File: src/rtl/csr_pkg.sv
// Shared definitions for the ChaCha20 Avalon-MM CSR bank.
//
// Contents:
//   CTRL_OFS, STAT_OFS, DATA_BASE  word offsets in the register map
//   START, IRQ_EN                  CTRL bit positions
//   BUSY, DONE, ERR                STATUS bit positions
//   be_merge()                     byte-lane merge of a write into an existing word
//
// be_merge works on a wide fixed-size container so that any DATA_W up to
// MERGE_W can use it. Callers zero-extend their operands into the container
// and truncate the result back to their own width.
package csr_pkg;

  localparam int CTRL_OFS  = 0;
  localparam int STAT_OFS  = 1;
  localparam int DATA_BASE = 2;

  localparam int START  = 0;
  localparam int IRQ_EN = 1;

  localparam int BUSY = 0;
  localparam int DONE = 1;
  localparam int ERR  = 2;

  localparam int MERGE_W  = 1024;
  localparam int MERGE_BE = MERGE_W / 8;

  function automatic logic [MERGE_W-1:0] be_merge(
    input logic [MERGE_W-1:0]  old_val,
    input logic [MERGE_W-1:0]  new_val,
    input logic [MERGE_BE-1:0] be
  );
    logic [MERGE_W-1:0] merged;
    merged = old_val;
    for (int b = 0; b < MERGE_BE; b++) begin
      if (be[b]) merged[8*b +: 8] = new_val[8*b +: 8];
    end
    return merged;
  endfunction

endpackage

File: src/rtl/csr_word_reg.sv
// One byte-enabled data word of the CSR bank.
//
// Ports:
//   clk      in   rising-edge clock
//   reset_n  in   asynchronous active-low reset, clears the word
//   we       in   write enable for this word
//   be       in   DATA_W/8 byte lane enables; only enabled lanes are updated
//   wdata    in   DATA_W write data
//   q        out  DATA_W stored word
module csr_word_reg
  import csr_pkg::*;
#(
  parameter int DATA_W = 32
) (
  input  logic                clk,
  input  logic                reset_n,
  input  logic                we,
  input  logic [DATA_W/8-1:0] be,
  input  logic [DATA_W-1:0]   wdata,
  output logic [DATA_W-1:0]   q
);

  always_ff @(posedge clk or negedge reset_n) begin
    if (!reset_n) begin
      q <= '0;
    end else if (we) begin
      q <= DATA_W'(be_merge(MERGE_W'(q), MERGE_W'(wdata), MERGE_BE'(be)));
    end
  end

endmodule

File: src/rtl/avalon_csr_bank.sv
// Avalon-MM slave register bank feeding the ChaCha20 core.
//
// Map: 0 = CTRL (START pulse, IRQ_EN), 1 = STATUS (BUSY, DONE W1C, ERR W1C),
//      2..NUM_DATA+1 = key/nonce/counter data words.
//
// Ports:
//   clk, reset_n                  clock, asynchronous active-low reset
//   address, chipselect           word address and slave select
//   read, write                   access requests (write wins if both)
//   byteenable, writedata         write lanes and data
//   readdata, readdatavalid       read response, one cycle after acceptance
//   irq                           registered DONE & IRQ_EN
//   core_start                    one-cycle start pulse to the core
//   core_busy, core_done          core status inputs
//   data_out                      all data words, word k at [k*DATA_W +: DATA_W]
module avalon_csr_bank
  import csr_pkg::*;
#(
  parameter int DATA_W   = 32,
  parameter int NUM_DATA = 16,
  parameter int ADDR_W   = 5
) (
  input  logic                       clk,
  input  logic                       reset_n,
  input  logic [ADDR_W-1:0]          address,
  input  logic                       chipselect,
  input  logic                       read,
  input  logic                       write,
  input  logic [DATA_W/8-1:0]        byteenable,
  input  logic [DATA_W-1:0]          writedata,
  output logic [DATA_W-1:0]          readdata,
  output logic                       readdatavalid,
  output logic                       irq,
  output logic                       core_start,
  input  logic                       core_busy,
  input  logic                       core_done,
  output logic [NUM_DATA*DATA_W-1:0] data_out
);

  logic                wr_acc;
  logic                rd_acc;
  logic                hit_ctrl;
  logic                hit_stat;
  logic [NUM_DATA-1:0] hit_data;
  logic [DATA_W-1:0]   word_q [NUM_DATA];
  logic [DATA_W-1:0]   rd_mux;

  logic irq_en_q;
  logic done_q;
  logic err_q;

  logic start_req;
  logic err_set;
  logic done_clr;
  logic err_clr;

  // A simultaneous read+write is treated as a write only, so the read is
  // suppressed here rather than at the response register.
  assign wr_acc = chipselect & write;
  assign rd_acc = chipselect & read & ~write;

  assign hit_ctrl = (address == ADDR_W'(CTRL_OFS));
  assign hit_stat = (address == ADDR_W'(STAT_OFS));

  always_comb begin
    hit_data = '0;
    for (int k = 0; k < NUM_DATA; k++) begin
      hit_data[k] = (address == ADDR_W'(DATA_BASE + k));
    end
  end

  // The data words are frozen while the core is running so it never sees a
  // key or nonce change mid-block.
  for (genvar k = 0; k < NUM_DATA; k++) begin : g_word
    csr_word_reg #(.DATA_W(DATA_W)) u_word (
      .clk     (clk),
      .reset_n (reset_n),
      .we      (wr_acc & hit_data[k] & ~core_busy),
      .be      (byteenable),
      .wdata   (writedata),
      .q       (word_q[k])
    );
    assign data_out[k*DATA_W +: DATA_W] = word_q[k];
  end

  // All CTRL/STATUS bits live in byte lane 0, so lane 0 gates every
  // control-word update.
  assign start_req = wr_acc & hit_ctrl & byteenable[0] & writedata[START];
  assign err_set   = (wr_acc & (|hit_data) & core_busy) | (start_req & core_busy);
  assign done_clr  = wr_acc & hit_stat & byteenable[0] & writedata[DONE];
  assign err_clr   = wr_acc & hit_stat & byteenable[0] & writedata[ERR];

  // Control and sticky status flags; a set in the same cycle as a W1C wins.
  always_ff @(posedge clk or negedge reset_n) begin
    if (!reset_n) begin
      irq_en_q   <= 1'b0;
      done_q     <= 1'b0;
      err_q      <= 1'b0;
      core_start <= 1'b0;
      irq        <= 1'b0;
    end else begin
      if (wr_acc & hit_ctrl & byteenable[0]) irq_en_q <= writedata[IRQ_EN];
      done_q     <= core_done | (done_q & ~done_clr);
      err_q      <= err_set | (err_q & ~err_clr);
      core_start <= start_req & ~core_busy;
      irq        <= done_q & irq_en_q;
    end
  end

  // Read mux samples the pre-update register values; out-of-range reads fall
  // through to zero.
  always_comb begin
    rd_mux = '0;
    if (hit_ctrl) begin
      rd_mux[IRQ_EN] = irq_en_q;
    end else if (hit_stat) begin
      rd_mux[BUSY] = core_busy;
      rd_mux[DONE] = done_q;
      rd_mux[ERR]  = err_q;
    end else begin
      for (int k = 0; k < NUM_DATA; k++) begin
        if (hit_data[k]) rd_mux = word_q[k];
      end
    end
  end

  // Response register: readdata is forced to zero outside the valid cycle.
  always_ff @(posedge clk or negedge reset_n) begin
    if (!reset_n) begin
      readdata      <= '0;
      readdatavalid <= 1'b0;
    end else begin
      readdatavalid <= rd_acc;
      readdata      <= rd_acc ? rd_mux : '0;
    end
  end

endmodule

File: config.mk
export PLATFORM = sky130hd
export DESIGN_NAME = avalon_csr_bank
export DESIGN_NICKNAME = d
export VERILOG_FILES = /design/src/rtl/csr_pkg.sv /design/src/rtl/csr_word_reg.sv /design/src/rtl/avalon_csr_bank.sv
export SDC_FILE = /design/constraint.sdc
export NUM_CORES = 1
export LEC_CHECK = 0
export CAP_MARGIN = 40
export CORE_ASPECT_RATIO = 0.6
export CORE_UTILIZATION = 40
export CTS_CLUSTER_SIZE = 20
export DETAILED_ROUTE_END_ITERATION = 6
export PLACE_DENSITY = 0.77
export SLEW_MARGIN = 20
export SYNTH_ARGS = -nofsm -noshare
export SYNTH_HDL_FRONTEND = slang
export SYNTH_HIERARCHICAL = 1
export SYNTH_SLANG_ARGS = --single-unit
File: constraint.sdc
create_clock -name clk -period 2.3 [get_ports clk]
set_clock_uncertainty 0.1 [all_clocks]
set_input_delay 0.69 -clock clk [delete_from_list [all_inputs] [get_ports clk]]
set_output_delay 0.69 -clock clk [all_outputs]
set_load 0.1 [all_outputs]
==> results of run 1 <==
## worst paths after layout
path	start	to	slack, ns	cells past startpoint
setup / recovery	write	g_word[6].u_word/q[22]	-0.05	9
hold / removal	err_q	err_q	0.42	2
setup reg to reg	g_word[2].u_word/q[27]	readdata[27]	0.27	7
hold reg to reg	err_q	err_q	0.42	2
max in group asynchronous	reset_n	g_word[2].u_word/q[0]	0.68	3
min in group asynchronous	reset_n	g_word[11].u_word/q[21]	0.57	2
## worst reg2reg max path, cell delays in order, from the launching register on
cell       delay, ns
dfrtp_1         0.45
mux2i_1         0.16
buf_4           0.12
a21oi_1         0.05
a221o_1         0.36
a2111oi_0       0.41
o21a_1          0.21
nor3_1          0.05
## layer usage
layer / vias up / GRT usage (%) / wire length (µm) / share of wire, %
li1: 9371 / - / - / -
met1: 12000 / 50.2 / 47600 / 39
met2: 1812 / 55.0 / 53100 / 43
met3: 435 / 13.3 / 16100 / 13
met4: 8 / 15.2 / 5610 / 4.6
met5: - / 0 / 61 / 0.050
## registers in the layout, indices dropped and copies added (netlist names)
signal           flops
g_word.u_word/q    512
readdata            32
core_start           1
done_q               1
err_q                1
irq                  1
irq_en_q             1
readdatavalid        1
## layout by cell type (no fill, tap or decap), types with 7 or more instances in the layout
| cell | n |
|---|---|
| o221ai_1 | 7 |
| nor2_2 | 7 |
| a21o_1 | 16 |
| buf_4 | 273 |
| dfrtp_1 | 550 |
| mux2i_1 | 22 |
| nor3_1 | 9 |
| a21oi_1 | 142 |
| a2111oi_0 | 7 |
| clkbuf_8 | 11 |
| mux2_2 | 522 |
| nand2_4 | 25 |
| o21ai_0 | 63 |
| a221oi_1 | 41 |
| nand4b_1 | 7 |
| o211ai_1 | 10 |
| nand2_2 | 46 |
| o21ai_1 | 50 |
| nor2_1 | 101 |
| nand2_1 | 80 |
| a31o_1 | 7 |
| a221o_1 | 7 |
| clkbuf_1 | 10 |
| buf_12 | 597 |
| inv_1 | 7 |
| clkdlybuf4s50_1 | 41 |
| o21bai_1 | 8 |
| clkinv_2 | 14 |
| clkbuf_16 | 53 |
| a22o_1 | 16 |
| o22ai_1 | 46 |
| and3_1 | 7 |
| a22oi_1 | 10 |
| o2bb2ai_1 | 7 |
## cell type report
cell class / count / area, µm²
Sequential cell: 550 / 13800
Multi-Input combinational cell: 1385 / 11400
Tap cell: 839 / 1050
Fill cell: 4270 / 20100
Antenna cell: 1 / 2.50
Timing Repair Buffer: 919 / 14500
Clock inverter: 23 / 255
Clock buffer: 74 / 1520
Inverter: 9 / 33.8
## logic make-up after synthesis
kind of cell	synth area share, %
DFF	54.3
muxes	24.1
AOI/OAI and AO/OA	12.4
and+or+nand+nor	7.09
buffers and inverters	2.03
## power breakdown
| group | internal (µW) | switching, µW |
|---|---|---|
| clock network | 5160 | 3970 |
| logic | 2570 | 4780 |
| registers | 10100 | 775 |
| total | 17800 | 9530 |
## through the flow
stage                     setup slack (ns)  utilization (%)  cell area (µm²)  power [µW]  std cells
after floorplan                    -0.0836                -            25600       14700       2044
after global placement               -1.08             64.8            40600       18200       3695
after detailed placement             -1.12             64.8            40600       18300       3695
after CTS                          -0.0253             67.8            42500       27300       3797
after global routing              -0.00857             67.9            42600       27900       3799
final                              -0.0541             67.9            42600       27400       3800
## repair_timing
action                                  in CTS  in global routing
cloned                                       1                  0
hold buffers                                 0                  1
endpoints found under the setup margin     496                268
setup buffers                                4                  1
gates resized for setup                     16                 22
hold endpoints to repair                     0                  6
pin swaps                                    3                  1
==> impl_metrics.json, run 1 <==
{
  "syn_area_mm2": 0.0253,
  "die_x_um": 327,
  "num-nets-final": 2965,
  "worstMarginPinSlew_ns": 0.697,
  "grt_max_degree": 61,
  "ctsLongestPathBuffers": 3,
  "crit_top_cell": "buf_4",
  "dp_hpwl_um": 92300,
  "synth_edf_count": 0,
  "outcome": "finished, violations left",
  "totalWireLength_um": 123000,
  "grt_usage_pct": 37.4,
  "hold_violations": 0,
  "synth_top_area_share_pct": 54.3,
  "coreArea_mm2": 0.0626,
  "gp_congestion": 0.979,
  "timing.final.ws_setup_ns": -0.0541,
  "irDropWorstVdd_v": 0.000511,
  "insertion_delay_ns": 0.60,
  "htreeDepth": 2,
  "fin_crit_sh_pct": 102,
  "clk_pin_slew_ns": 0.07,
  "ys_top_cells_by_area": "dfrtp_1 54%, mux2_2 23%, a21oi_1 2.8%, nor2_1 1.7%, nand2_2 1.6%",
  "whs_ns": 0.416,
  "critical_path.max_stage_delay_ns": 0.50,
  "criticalPathCategory": "input pin to flop",
  "cts_made_buffers": 52,
  "max_freq_ghz": 0.425,
  "num_vias": 23600,
  "ys_async_sr_fraction_pct": 100,
  "period_needed_ns": 2.35,
  "io_buffers": 594,
  "initial_core_util_pct": 40.5,
  "path_cells": "clkdlybuf4s50_1, nand2_1, buf_4, nor2_1, buf_4, and3_1, buf_4, nand2_2, mux2_2",
  "cp.required_ns": 2.67,
  "critPathBufInv": 4,
  "rsz0062_at_grt": "yes",
  "cpLargestDelayFamily": "buffers and inverters",
  "detail-route-antenna-nets": 0,
  "worst_path_max_delay_cell": "clkdlybuf4s50_1",
  "synthToLayoutAreaGrowth_pct": 67.9,
  "synth-seq-area-share_pct": 54.3,
  "synth_cell_type_count": 74,
  "rows": 71,
  "p_leak_uw": 0.0201,
  "fin_tns_setup_ns": -1.24,
  "endpoint_kind": "flop",
  "critPathMaxFanout": 8,
  "synth_most_common_cell": "dfrtp_1",
  "wl_per_cell_um": 32.2,
  "slew_viol_final": 0,
  "synthTopCellsByCount": "550 x dfrtp_1, 523 x mux2_2, 144 x a21oi_1",
  "syn_nets": 2092,
  "holdCritPathClass": "flop to flop",
  "yosysWarningCount": 6,
  "cp.arrival_ns": 2.73,
  "root_buffer": "clkbuf_16",
  "drive_gt1_share_pct": 54.6,
  "finalSetupViolations": 59,
  "syn_area_per_cell_um2": 12.4,
  "violations": "setup timing",
  "dieArea_mm2": 0.0644,
  "cts_tree": "built",
  "synth_area_leader_cell": "dfrtp_1",
  "globalRouteOverflowTotal": 0,
  "cts_sinks": 550,
  "first_global_vias": 24100,
  "antenna_found_initial": 5,
  "cap_violations": 0,
  "drc": 0,
  "firstDrtPassIters": 6,
  "power_density_mw_per_mm2": 643,
  "grt_pass1_wl_um": 174000,
  "io_pins": 595,
  "postSynthCellCount": 2044,
  "die_y_um": 197,
  "drt_iter0_markers": 3007,
  "vias_per_cell": 6.22,
  "max_slew_margin_pct": 53.5,
  "synth_seq_cells": 550,
  "critPathLaunchType": "input pin",
  "ys.flop_type": "dfrtp_1"
}
No activity file was read; power rests on OpenSTA's default activity.
==> inputs of run 2 (changes only) <==
--- a/config.mk
+++ b/config.mk
@@ -10,9 +10,9 @@
 export CORE_UTILIZATION = 40
 export CTS_CLUSTER_SIZE = 20
 export DETAILED_ROUTE_END_ITERATION = 6
+export GPL_TIMING_DRIVEN = 0
 export PLACE_DENSITY = 0.77
 export SLEW_MARGIN = 20
 export SYNTH_ARGS = -nofsm -noshare
 export SYNTH_HDL_FRONTEND = slang
-export SYNTH_HIERARCHICAL = 1
 export SYNTH_SLANG_ARGS = --single-unit
==> constraint.sdc (replaced) <==
create_clock -name clk -period 2.5 [get_ports clk]
set_clock_uncertainty 0.1 [all_clocks]
set_input_delay 0.75 -clock clk [delete_from_list [all_inputs] [get_ports clk]]
set_output_delay 0.75 -clock clk [all_outputs]
set_load 0.1 [all_outputs]
==> run 2 against run 1 <==
  * The run ends with DRC, setup timing left
  * Utilization is 5.1 points higher
  * Combinational power is 5.3% higher
  * Largest power group unchanged
  * Total power is 4.8% lower
  * Critical path depth is 1 higher
  * Via count is 12% higher
  * Die area is 1.6% higher
  * Worst setup slack worse by 0.0083 ns
==> impl_metrics.json, run 2 <==
{
  "outcome": "finished, violations left",
  "violations": "DRC, setup timing",
  "dieArea_mm2": 0.0654,
  "cp.required_ns": 2.87,
  "io_buffers": 590,
  "timing.final.ws_setup_ns": -0.0624,
  "grt_usage_pct": 45.7,
  "power_frac_clock_pct": 32.0,
  "power_uw": 26100,
  "intPower_uw": 16600,
  "max_freq_ghz": 0.390,
  "postSynthCellCount": 2080,
  "drt_iter0_markers": 3903,
  "endpoint_kind": "flop",
  "rsz0062_at_grt": "yes",
  "p_leak_uw": 0.0217,
  "largest_reg_flops": 512,
  "path_cells": "dlygate4sd2_1, buf_6, buf_6, nor3_2, buf_4, buf_8, nand2_1, and2_1, a221oi_1, o21ai_1",
  "antenna_found_initial": 11,
  "crit_top_cell": "buf_6",
  "cts_sinks": 550,
  "critical_path.max_stage_delay_ns": 0.30,
  "holdCritPathClass": "input pin to asynchronous set/reset pin",
  "cp.arrival_ns": 2.93,
  "synth_top_family_by_area": "multiplexers",
  "synthToLayoutAreaGrowth_pct": 79.1,
  "ys.flop_type": "dfrtp_1",
  "slew_viol_final": 0,
  "syn_area_per_cell_um2": 12.4,
  "fin_crit_sh_pct": 102,
  "ys_async_sr_fraction_pct": 100,
  "synth_cell_type_count": 73,
  "drive_gt1_share_pct": 52.6,
  "finalSetupViolations": 35,
  "initial_core_util_pct": 40.8,
  "layout_common_cells": "529 x dfrtp_1, 503 x mux2_2, 421 x buf_12, 166 x buf_16, 155 x buf_4",
  "detail-route-antenna-nets": 0,
  "synth_seq_cells": 550,
  "first_global_vias": 27600,
  "synth-compound-area-share_pct": 11.0,
  "cts_tree": "built",
  "criticalPathCategory": "input pin to flop",
  "switching_share_pct": 36.2,
  "worst_path_max_delay_cell": "a221oi_1",
  "wl_per_cell_um": 38.2,
  "p_seq_share_pct": 38.3,
  "worstMarginPinSlew_ns": 0.834,
  "synth_edf_count": 0,
  "power_density_mw_per_mm2": 565,
  "root_buffer": "clkbuf_16",
  "insertion_delay_ns": 0.61,
  "switching_power_uw": 9420,
  "final_area_mm2": 0.0461,
  "coreArea_mm2": 0.0632,
  "critPathMaxFanout": 10,
  "globalRouteOverflowTotal": 0,
  "cap_violations": 0,
  "critPathLaunchType": "input pin",
  "synth-seq-area-share_pct": 53.4,
  "period_needed_ns": 2.56,
  "drc": 45,
  "synth_top_area_share_pct": 53.4,
  "grt_pass1_wl_um": 208000,
  "htreeDepth": 2,
  "synthAdderAreaFrac_pct": 0,
  "cts_made_buffers": 52,
  "rows": 71,
  "num_vias": 26500,
  "totalWireLength_um": 151000,
  "ys_top_cells_by_area": "dfrtp_1 53%, mux2_2 22%, mux2i_1 2.7%, o21ai_0 2.2%, nand2_1 1.6%",
  "layout_commonest_cell": "dfrtp_1",
  "largest-register": "g_word.u_word.q",
  "clk_pin_slew_ns": 0.07,
  "cpLargestDelayFamily": "buffers and inverters",
  "synthSimpleGateAreaFrac_pct": 7.19,
  "critPathBufInv": 5,
  "synth_area_leader_cell": "dfrtp_1",
  "syn_nets": 2128,
  "firstDrtPassIters": 7,
  "place_area_mm2": 0.0435,
  "power_frac_comb_pct": 29.7,
  "yosysWarningCount": 0,
  "die_y_um": 199,
  "die_x_um": 330,
  "gp_congestion": 0.965,
  "dp_hpwl_um": 111000,
  "num-nets-final": 3128,
  "synthXorXnorAreaFrac_pct": 0,
  "hold_violations": 0,
  "fill_cells": 3726,
  "ctsLongestPathBuffers": 3,
  "synth_most_common_cell": "dfrtp_1",
  "max_slew_margin_pct": 44.2,
  "io_pins": 595,
  "vias_per_cell": 6.67,
  "grt_max_degree": 99,
  "reg.largest.list": "g_word.u_word.q (512), readdata (32)",
  "synth.area.mux_share_pct": 25.5,
  "irDropWorstVdd_v": 0.000666,
  "syn_area_mm2": 0.0258,
  "synthTopCellsByCount": "550 x dfrtp_1, 503 x mux2_2, 111 x o21ai_0"
}
[run 2: what timing repair did]
item,4_1_cts,5_1_grt
pin swaps,41,9
hold endpoints to repair,49,0
gates cloned,1,0
setup buffers,154,10
hold buffers,1,0
setup endpoints to repair,1094,258
resized for setup,912,76
[run 2: cell type report]
cell class	count	area [µm²]	share of cell area (%)
timing repair buffer	953	16100	34.9
sequential	550	13800	29.9
multi-input combinational	1366	12200	26.4
clock buffer	68	1440	3.13
buffer	143	1250	2.70
tap	839	1050	2.28
clock inverter	23	255	0.553
inverter	14	60.1	0.130
antenna	9	22.5	0.0488
[run 2: layer usage]
metal / routed length [µm] / track usage (%) / up-vias / part of all wire, %
li1: - / - / 9702 / -
met1: 52900 / 53.2 / 13100 / 35
met2: 64500 / 67.0 / 2672 / 43
met3: 22000 / 22.2 / 940 / 15
met4: 11900 / 29.4 / 8 / 7.9
met5: 79 / 0.150 / - / 0.052
[run 2: stage by stage]
step,setup TNS (ns),std cells,hold WS [ns],utilization (%),worst slack (ns)
after CTS,0,3948,0.0216,72.5,0.000128
after global placement,-,3509,0.377,51.8,-23.10
after detailed placement,-838.01,4093,0.374,68.8,-2.05
after global routing,-0.113,3958,0.0438,73.0,-0.0417
after floorplan,0,2080,0.354,-,0.000807
final,-0.863,3965,0.0314,73.0,-0.0624
[run 2: path summary, 6_finish.rpt]
kind / start / endpoint / slack, ns / cells after the start
setup reg to reg: g_word[13].u_word.q[2] / readdata[2] / 0.59 / 6
min in group clk: err_q / err_q / 0.39 / 1
hold / removal: reset_n / g_word[5].u_word.q[6] / 0.03 / 2
setup / recovery: address[3] / readdata[0] / -0.06 / 10
hold reg to reg: err_q / err_q / 0.39 / 1
max in group asynchronous: reset_n / g_word[10].u_word.q[30] / 0.52 / 5
[run 2: cell families after synthesis]
kind of cell	count (synthesis)
mux	592
flops	550
compound gates	414
simple gates	360
buf+inv	164
[run 2: power by group through the flow]
stage / clock network [µW] / logic [µW] / registers, µW
6_report: 8350 / 7740 / 9980
3_3_place_gp: 0 / 5710 / 9900
5_1_grt: 8600 / 7840 / 9980
3_5_place_dp: 0 / 7680 / 9920
4_1_cts: 8220 / 7570 / 9940
2_1_floorplan: 0 / 936 / 12800
==> inputs of run 3 (changes only) <==
--- a/config.mk
+++ b/config.mk
@@ -10,7 +10,6 @@
 export CORE_UTILIZATION = 40
 export CTS_CLUSTER_SIZE = 20
 export DETAILED_ROUTE_END_ITERATION = 6
-export GPL_TIMING_DRIVEN = 0
 export PLACE_DENSITY = 0.77
 export SLEW_MARGIN = 20
 export SYNTH_ARGS = -nofsm -noshare
==> run 3 against run 2 <==
  * The run ends with setup timing left
  * Via count decreased by 13%
  * Routed wire length decreased by 23%
  * Global-route usage decreased by 11 points
  * Register-to-register slack improved by 0.09 ns
  * Die area unchanged
  * Final area decreased by 19%
  * Sequential cell count unchanged
  * Hold slack improved by 0.37 ns
  * Cell count decreased by 3.5%
  * Sequential power decreased by 2%
  * Critical endpoint is now g_word[7].u_word.q[18]
==> impl_metrics.json, run 3 (synthesis gave the netlist of run 2 again) <==
{
  "outcome": "finished, violations left",
  "violations": "setup timing",
  "max_freq_ghz": 0.395,
  "max_slew_margin_pct": 52.5,
  "r2r_cells": 6,
  "grt_max_degree": 77,
  "synthToLayoutAreaGrowth_pct": 45.6,
  "detail-route-antenna-nets": 0,
  "cts_tree": "built",
  "die_y_um": 199,
  "gp_congestion": 0.994,
  "cts_made_buffers": 54,
  "largest_reg_flops": 512,
  "rows": 71,
  "drt_iter0_markers": 2597,
  "cp.required_ns": 2.90,
  "cpLargestDelayFamily": "simple AND/OR/NAND/NOR gates",
  "grt_usage_pct": 34.8,
  "multiInputGateArea_mm2": 0.0114,
  "root_buffer": "clkbuf_16",
  "path_cells": "clkdlybuf4s50_1, and3b_2, buf_12, and2_0, nand2_2, mux2_2",
  "hold_depth": 1,
  "num-nets-final": 2984,
  "io_buffers": 594,
  "reg2reg_to": "readdata[5]",
  "irDropWorstVdd_v": 0.000450,
  "antenna_found_initial": 3,
  "worst_path_max_delay_cell": "clkdlybuf4s50_1",
  "wl_per_cell_um": 30.3,
  "whs_ns": 0.404,
  "min-delay-start": "err_q",
  "holdCritPathClass": "flop to flop",
  "grt_pass1_wl_um": 164000,
  "p_leak_uw": 0.0186,
  "layout_common_cells": "732 x buf_4, 550 x dfrtp_1, 503 x mux2_2, 170 x buf_12, 111 x o21ai_0",
  "insertion_delay_ns": 0.63,
  "fin_tns_setup_ns": -0.225,
  "ctsLongestPathBuffers": 3,
  "drc": 0,
  "dp.cells": 3718,
  "hold_violations": 0,
  "period_needed_ns": 2.53,
  "cap_violations": 0,
  "worstMarginPinSlew_ns": 0.711,
  "initial_core_util_pct": 40.8,
  "largest-register": "g_word.u_word.q",
  "slew_viol_final": 0,
  "timing.final.ws_setup_ns": -0.0313,
  "layout_commonest_cell": "buf_4",
  "fin_crit_sh_pct": 101,
  "criticalPathCategory": "input pin to flop",
  "totalWireLength_um": 116000,
  "fill_cells": 5021,
  "cts_sinks": 550,
  "critPathBufInv": 2,
  "first_global_vias": 22900,
  "dieArea_mm2": 0.0654,
  "regArea_mm2": 0.0138,
  "globalRouteOverflowTotal": 0,
  "reg2reg_slack_ns": 0.68,
  "endpoint_kind": "flop",
  "reg.largest.list": "g_word.u_word.q (512), readdata (32)",
  "r2r-start": "g_word[7].u_word.q[5]",
  "finalSetupViolations": 12,
  "hold_path_end": "err_q",
  "htreeDepth": 2,
  "coreArea_mm2": 0.0632,
  "io_pins": 595,
  "die_x_um": 330,
  "clk_pin_slew_ns": 0.07,
  "cp.arrival_ns": 2.93,
  "critical_path.max_stage_delay_ns": 0.57,
  "num_vias": 23000,
  "rsz0062_at_grt": "no",
  "power_density_mw_per_mm2": 651,
  "drive_gt1_share_pct": 53.3,
  "fin_cells": 3826,
  "vias_per_cell": 6.01,
  "critPathLaunchType": "input pin",
  "path_depth": 6,
  "final_util_pct": 59.4,
  "firstDrtPassIters": 5,
  "dp_hpwl_um": 88100,
  "critPathMaxFanout": 9
}
run 3: repair_timing:
item / CTS / global route
gates resized for setup: 10 / 1
endpoints found under the hold margin: 7 / 0
endpoints found under the setup margin: 259 / 15
hold buffers: 1 / 0
pin swaps: 1 / 0
buffers inserted: 0 / 0
run 3: how the worst max path moves through the flow:
| stage | startpoint | endpoint |
|---|---|---|
| floorplan | address[1] | g_word[0].u_word.q[29] |
| global placement | address[3] | readdata[30] |
| detailed placement | address[3] | readdata[30] |
| CTS | core_busy | g_word[10].u_word.q[17] |
| global route | core_busy | g_word[7].u_word.q[19] |
| finish | write | g_word[7].u_word.q[18] |
run 3: per-stage QoR:
stage               cell area (µm²)  setup slack (ns)  power, µW
finish                        37500           -0.0313      24400
detailed placement            35600            -0.848      15900
CTS                           37500            0.0282      24500
floorplan                     25800          0.000807      13700
global placement              35600            -0.830      15800
global route                  37500            0.0105      25000
run 3: final cells by class:
class	count	area share, %
diodes	5	0.0334
clock buffers	75	4.31
clock inverters	27	0.694
inverters	14	0.140
multi-input cells	1366	30.3
flip-flops and latches	550	36.7
well taps	839	2.80
repair buffers	950	25.0
run 3: power by group:
| part | internal, µW | switching, µW |
|---|---|---|
| registers | 9310 | 511 |
| clock network | 4940 | 3710 |
| logic | 1520 | 4420 |
run 3: layer usage:
layer	part of all wire [%]	global-route usage, %	wire length, µm	vias up
li1	-	-	-	9434
met1	42	48.8	48300	11800
met2	45	53.2	51800	1510
met3	11	8.11	12200	251
met4	3.3	10.7	3790	0
met5	0	0	0	-
